`config.mk`:
```
export PLATFORM = sky130hd
export DESIGN_NAME = button_switch_input_controller
export DESIGN_NICKNAME = d
export VERILOG_FILES = /design/src/rtl/button_switch_input_controller_pkg.sv /design/src/rtl/button_switch_input_controller_debouncer.sv /design/src/rtl/button_switch_input_controller.sv
export SDC_FILE = /design/constraint.sdc
export NUM_CORES = 1
export LEC_CHECK = 0
export ABC_AREA = 1
export ABC_CLOCK_PERIOD_IN_PS = 2300
export CORE_MARGIN = 2
export CORE_UTILIZATION = 60
export CTS_BUF_LIST = sky130_fd_sc_hd__clkbuf_8
export DETAILED_ROUTE_END_ITERATION = 12
export HOLD_SLACK_MARGIN = 0.1
export PLACE_DENSITY = 0.82
export SLEW_MARGIN = 20
export SYNTH_ARGS = -nofsm -noshare
export SYNTH_HDL_FRONTEND = slang
export SYNTH_SLANG_ARGS = --single-unit
```
`constraint.sdc`:
```
create_clock -name clock_100mhz -period 2.3 [get_ports clock_100mhz]
set_clock_uncertainty 0.05 [all_clocks]
set_input_delay 0.46 -clock clock_100mhz [delete_from_list [all_inputs] [get_ports clock_100mhz]]
set_output_delay 0.46 -clock clock_100mhz [all_outputs]
set_load 0.03 [all_outputs]
```
`src/rtl/button_switch_input_controller_pkg.sv`:
```
// Shared types and constants for the button/switch input controller.
// Includes button bit ordering, bus structures and a small edge-detect helper.
package button_switch_input_controller_pkg;

  // Button bit positions within every 5-bit button vector.
  localparam int BTN_CENTER = 0;
  localparam int BTN_UP     = 1;
  localparam int BTN_RIGHT  = 2;
  localparam int BTN_DOWN   = 3;
  localparam int BTN_LEFT   = 4;

  localparam int NUM_BUTTONS  = 5;
  localparam int NUM_SWITCHES = 16;

  // 10 ms at 100 MHz.
  localparam int DEBOUNCE_CYCLES_DEFAULT = 1_000_000;

  typedef logic [NUM_BUTTONS-1:0]  button_mask_t;
  typedef button_mask_t            buttons_t;
  typedef logic [NUM_SWITCHES-1:0] switch_vec_t;

  // Fields the CPU reads from the input side.
  typedef struct packed {
    button_mask_t button_state;
    button_mask_t press_events;
    switch_vec_t  switch_state;
    logic         switch_changed;
    logic         event_pending;
  } peripheral_status_bus_t;

  // Fields the CPU writes to acknowledge events.
  typedef struct packed {
    button_mask_t press_clear;
    logic         switch_ack;
  } peripheral_control_bus_t;

  // Buttons whose debounced level is about to go 0->1: an accept on a
  // single-bit debouncer always flips the level, so the old level tells
  // the direction.
  function automatic button_mask_t rising_mask(input button_mask_t accept,
                                               input button_mask_t level);
    return accept & ~level;
  endfunction

endpackage

```
`src/rtl/button_switch_input_controller_debouncer.sv`:
```
// Synchroniser plus debounce for a WIDTH-bit group that is accepted as a whole.
// A new value is loaded into the stable register once the synchronised input
// has held one identical value, different from the stable one, for CYCLES
// consecutive cycles. accept_o is high in the cycle whose closing edge loads it.
module button_switch_input_controller_debouncer #(
  parameter int WIDTH  = 1,
  parameter int CYCLES = 4
) (
  input  logic             clk_i,
  input  logic             rst_i,
  input  logic [WIDTH-1:0] raw_i,
  output logic [WIDTH-1:0] stable_o,
  output logic             accept_o
);

  localparam int CW = $clog2(CYCLES);
  localparam logic [CW-1:0] CNT_LAST = CW'(CYCLES - 1);
  localparam logic [CW-1:0] CNT_ONE  = CW'(1);

  logic [WIDTH-1:0] sync1_q;
  logic [WIDTH-1:0] sync2_q;
  logic [WIDTH-1:0] prev_q;
  logic [WIDTH-1:0] stable_q;
  logic [WIDTH-1:0] stable_d;
  logic [CW-1:0]    cnt_q;
  logic [CW-1:0]    cnt_d;
  logic             accept_s;

  // Decide whether the synchronised value has been held long enough to accept.
  always_comb begin
    cnt_d    = cnt_q;
    stable_d = stable_q;
    accept_s = 1'b0;
    if (sync2_q == stable_q) begin
      cnt_d = '0;
    end else if (sync2_q != prev_q) begin
      // A fresh value counts as its own first cycle of holding.
      cnt_d = CNT_ONE;
    end else if (cnt_q == CNT_LAST) begin
      cnt_d    = '0;
      stable_d = sync2_q;
      accept_s = 1'b1;
    end else begin
      cnt_d = cnt_q + CNT_ONE;
    end
  end

  // Synchroniser, previous-value, counter and stable registers.
  always_ff @(posedge clk_i) begin
    if (rst_i) begin
      sync1_q  <= '0;
      sync2_q  <= '0;
      prev_q   <= '0;
      stable_q <= '0;
      cnt_q    <= '0;
    end else begin
      sync1_q  <= raw_i;
      sync2_q  <= sync1_q;
      prev_q   <= sync2_q;
      stable_q <= stable_d;
      cnt_q    <= cnt_d;
    end
  end

  assign stable_o = stable_q;
  assign accept_o = accept_s;

endmodule

```
`src/rtl/button_switch_input_controller.sv`:
```
// Conditions raw buttons and switches into debounced levels and sticky,
// CPU-acknowledged event flags. Buttons debounce per bit, switches as a vector.
module button_switch_input_controller
  import button_switch_input_controller_pkg::*;
#(
  parameter int DEBOUNCE_CYCLES = DEBOUNCE_CYCLES_DEFAULT
) (
  input  logic         clock_100mhz,
  input  logic         reset,
  input  buttons_t     buttons,
  input  logic [15:0]  switches,
  input  button_mask_t press_clear,
  input  logic         switch_ack,
  output button_mask_t button_state,
  output button_mask_t press_events,
  output logic [15:0]  switch_state,
  output logic         switch_changed,
  output logic         event_pending
);

  peripheral_control_bus_t ctrl_bus_s;
  peripheral_status_bus_t  status_bus_s;

  button_mask_t btn_stable_s;
  button_mask_t btn_accept_s;
  switch_vec_t  sw_stable_s;
  logic         sw_accept_s;

  button_mask_t press_q;
  button_mask_t press_d;
  logic         changed_q;
  logic         changed_d;

  assign ctrl_bus_s.press_clear = press_clear;
  assign ctrl_bus_s.switch_ack  = switch_ack;

  for (genvar g = 0; g < NUM_BUTTONS; g++) begin : g_btn
    button_switch_input_controller_debouncer #(
      .WIDTH  (1),
      .CYCLES (DEBOUNCE_CYCLES)
    ) u_btn_db (
      .clk_i    (clock_100mhz),
      .rst_i    (reset),
      .raw_i    (buttons[g]),
      .stable_o (btn_stable_s[g]),
      .accept_o (btn_accept_s[g])
    );
  end

  button_switch_input_controller_debouncer #(
    .WIDTH  (NUM_SWITCHES),
    .CYCLES (DEBOUNCE_CYCLES)
  ) u_sw_db (
    .clk_i    (clock_100mhz),
    .rst_i    (reset),
    .raw_i    (switches),
    .stable_o (sw_stable_s),
    .accept_o (sw_accept_s)
  );

  // Sticky flags: a new event on the same edge as its clear wins, so none is lost.
  always_comb begin
    press_d   = (press_q & ~ctrl_bus_s.press_clear)
              | rising_mask(btn_accept_s, btn_stable_s);
    changed_d = sw_accept_s | (changed_q & ~ctrl_bus_s.switch_ack);
  end

  // Flag registers.
  always_ff @(posedge clock_100mhz) begin
    if (reset) begin
      press_q   <= 5'b00000;
      changed_q <= 1'b0;
    end else begin
      press_q   <= press_d;
      changed_q <= changed_d;
    end
  end

  assign status_bus_s.button_state   = btn_stable_s;
  assign status_bus_s.press_events   = press_q;
  assign status_bus_s.switch_state   = sw_stable_s;
  assign status_bus_s.switch_changed = changed_q;
  assign status_bus_s.event_pending  = (|press_q) | changed_q;

  assign button_state   = status_bus_s.button_state;
  assign press_events   = status_bus_s.press_events;
  assign switch_state   = status_bus_s.switch_state;
  assign switch_changed = status_bus_s.switch_changed;
  assign event_pending  = status_bus_s.event_pending;

endmodule

```
==> impl_metrics.yaml <==
run_status:
  outcome: "finished, final reports clean"
sta:
  period_share_pct: 93.5
  slew_headroom_pct: 58.8
  setup_tns_ns: 0
  worst_slew_pin_slew_ns: 0.616
  drv_slew: 0
  setup_viol: 0
  setup_slack_ns: 0.149
  fin_crit_ns: 2.15
  final-hold-violation-count: 0
  grt_setup_unrepaired: "false"
  fmax_mhz: 465
global_routing:
  grt_pass1_vias: 7604
  grt_pass1_wl_mm: 32.6
  grt.total_usage_pct: 23.5
  antenna_found_initial: 0
  grt_max_degree: 47
  grt_overflow_total: 0
setup_path:
  path_cells: "clkdlybuf4s50_1"
  reg2reg_depth: 8
  regToRegSetupSlack_ns: 0.34
  worst_ep_arrival_time_ns: 1.64
  critical-path-top-delay-family: "buffers and inverters"
  r2r-end: "u_sw_db.cnt_q[12]$_SDFF_PP0_"
  crit_buf_inv: 1
  r2r-start: "u_sw_db.cnt_q[0]$_SDFF_PP0_"
  crit_slowest_cell: "clkdlybuf4s50_1"
  cp.required_ns: 1.79
  slowest_delay_ns: 0.73
  path_class: "register to output pin"
  cp-start-kind: "register"
  cp-end-kind: "output pin"
  crit_fanout: 3
  startpoint: "press_events[0]$_SDFF_PP0_"
cts:
  cts.sinks: 210
  cts_tree: "built"
  htreeDepth: 2
  cts.repair.resized: 1
  postCtsSetupBuffers: 0
  cts_max_path_buffers: 3
  clk_pin_slew_worst_paths_ns: 0.06
  cts_buffers: 35
  cts-hold-fix-buffers: 0
  clk_latency_ns: 0.51
  cts-root-buf: "clkbuf_8"
cells_and_area:
  synthToLayoutAreaGrowth_pct: 15.4
  diodes: 0
  layout-drive-gt1-share_pct: 6.83
  fill_cells: 1211
  nets: 1420
  utilization_pct: 70.8
  final_cells: 1594
yosys:
  synth_top_area_cell: "dfxtp_1"
  netlist_top_cells_area: "dfxtp_1 45%, nand2_1 11%, nor2_1 10%, inv_1 8.1%, nand3_1 3.0%"
  synth_ff_type: "dfxtp_1"
  synth_seq_cells: 210
  yosysWarningCount: 0
  synth_seq_area_share_pct: 45.1
  synthesis.area_um2: 9320
  syn-num-nets: 1346
  syn-instance-count: 1311
  syn_area_per_cell_um2: 7.11
  synth.lib_cells_used.distinct: 36
  async_flop_share_pct: 0
  synth_edf_count: 0
  synth_top_cell_area_share_pct: 45.1
drt:
  drtPass1Iterations: 5
  post_drt_wl_per_cell_um: 11.8
  drt_drc_violations_left: 0
  dr.first_iter.drc_count: 448
  vias: 8017
  routed_via_density: 5.03
  wl_mm: 18.8
  antenna_left: 0
min_path:
  worstHoldEndpoint: "g_btn[4].u_btn_db.sync2_q$_SDFF_PP0_"
  hold_depth: 2
  hp-start: "reset"
  hp-class: "input port to register"
pwr:
  ir_worst_vdd_mv: 0.455
  switching_share_pct: 22.0
  p_comb_share_pct: 3.5
  clkPwrFrac_pct: 46.7
  p_total_w: 0.00747
  p_leak_nw: 4.13
  p_int_w: 0.00582
  p_per_area_nw_per_um2: 694
  seq_power_share_pct: 49.7
  power.switching_w: 0.00165
die:
  die_w_um: 129
  boundaryPins: 57
  rows: 45
  die_h_um: 129
  start_util_pct: 61.3
  core_area_um2: 15200
  die_area_um2: 16500
place:
  pre_cts_ws_ns: 0.312
  dp_hpwl_mm: 13.1
  io_buffer_count: 56
  gp_congestion: 0.874
  dp_cells: 1536
flow_run:
  maxCapViolations: 0
[area by class of cell]
class                   instances  area, µm²  share of cell area [%]
flip-flops and latches        210       4200                    39.1
repair buffers                 65        622                    5.78
well taps                     188        235                    2.19
multi-input cells             867       4180                    38.9
clock buffers                  43        592                    5.50
clock inverters                15        149                    1.38
inverters                     206        773                    7.19
[flip-flops by register name, indices dropped and copies added (netlist names), 16 cells and up]
register,count
g_btn.u_btn_db.cnt_q,100
u_sw_db.cnt_q,20
u_sw_db.prev_q,16
u_sw_db.stable_o,16
u_sw_db.sync1_q,16
u_sw_db.sync2_q,16
[metrics by stage]
step,hold WS (ns),instance area [µm²]
2_1_floorplan,0.338,9320
3_3_place_gp,0.342,10000
3_5_place_dp,0.343,10000
4_1_cts,0.175,10800
5_1_grt,0.190,10800
6_report,0.183,10800
[layer usage]
layer | vias to the layer above | track usage, % | routed length (µm)
li1 | 4222 | - | -
met1 | 3583 | 28.8 | 8450
met2 | 150 | 40.5 | 8910
met3 | 62 | 4.49 | 797
met4 | 0 | 10.7 | 670
met5 | - | 0 | 0
[cell usage after synthesis, types with 2 or more instances]
master    count
nor3_1       52
buf_6         2
nor3b_1      19
o21ai_0      15
nor2_4        2
nor2_2        3
clkbuf_1      9
nor3_4        2
buf_4         8
o21a_1        2
nor3_2        4
nand3b_1      3
inv_2         4
buf_2         7
xnor2_1      28
ha_1          6
nand2_1     261
or2_2        12
nor2_1      259
xor2_1       29
dfxtp_1     210
nand3_2       3
nand3_1      56
nand4_1      40
nand2_2       3
a31oi_1       5
inv_1       202
buf_1         2
a21oi_1      51
nor4_1        6
[kinds of logic (layout without fill, tap and decap cells)]
logic type | after synthesis | after routing | share of synthesized area, %
AOI/OAI and AO/OA | 76 | 76 | 4.28
buffers and inverters | 234 | 329 | 10.0
xor gates and xnor gates | 57 | 57 | 5.36
DFF | 210 | 210 | 45.1
and+or+nand+nor | 728 | 728 | 34.4
adders and majority gates | 6 | 6 | 0.806
[worst reg2reg max path, delay by kind of cell (launching register included)]
kind                     cells  cell delay, ns
adder cells (fa/ha/maj)      1            0.21
flip-flops                   1            0.35
AND/OR/NAND/NOR              6            1.15
buffers and inverters        1            0.07
[power groups by stage]
stage | Combinational, W | Sequential (W) | Clock, W
6_report | 0.000265 | 0.00371 | 0.00349
5_1_grt | 0.000299 | 0.00372 | 0.00373
4_1_cts | 0.000266 | 0.00371 | 0.00356
3_5_place_dp | 0.000264 | 0.00379 | 0
3_3_place_gp | 0.000261 | 0.00379 | 0
2_1_floorplan | 0.000170 | 0.00379 | 0
[how the worst max path moves through the flow]
| stage | to | slack, ns | cells after the start |
|---|---|---|---|
| final | press_events[0] | 0.15 | 1 |
| after CTS | press_events[0] | 0.11 | 1 |
| after floorplan | g_btn[0].u_btn_db.cnt_q[10]$_SDFF_PP0_ | 0.61 | 9 |
| after detailed placement | u_sw_db.cnt_q[9]$_SDFF_PP0_ | 0.31 | 8 |
| after global placement | g_btn[0].u_btn_db.cnt_q[14]$_SDFF_PP0_ | 0.44 | 8 |
| after global routing | u_sw_db.cnt_q[2]$_SDFF_PP0_ | 0.07 | 7 |
[cell usage in the layout, fill, tap and decap left out, types with 19 or more instances in the layout]
master           netlist  layout
nand2_1              261     261
nor2_1               259     259
dfxtp_1              210     210
inv_1                202     208
nand3_1               56      56
clkdlybuf4s50_1        0      54
nor3_1                52      52
a21oi_1               51      51
clkbuf_8               0      43
nand4_1               40      40
xor2_1                29      29
xnor2_1               28      28
nor3b_1               19      19
No activity file was read; power rests on OpenSTA's default activity.
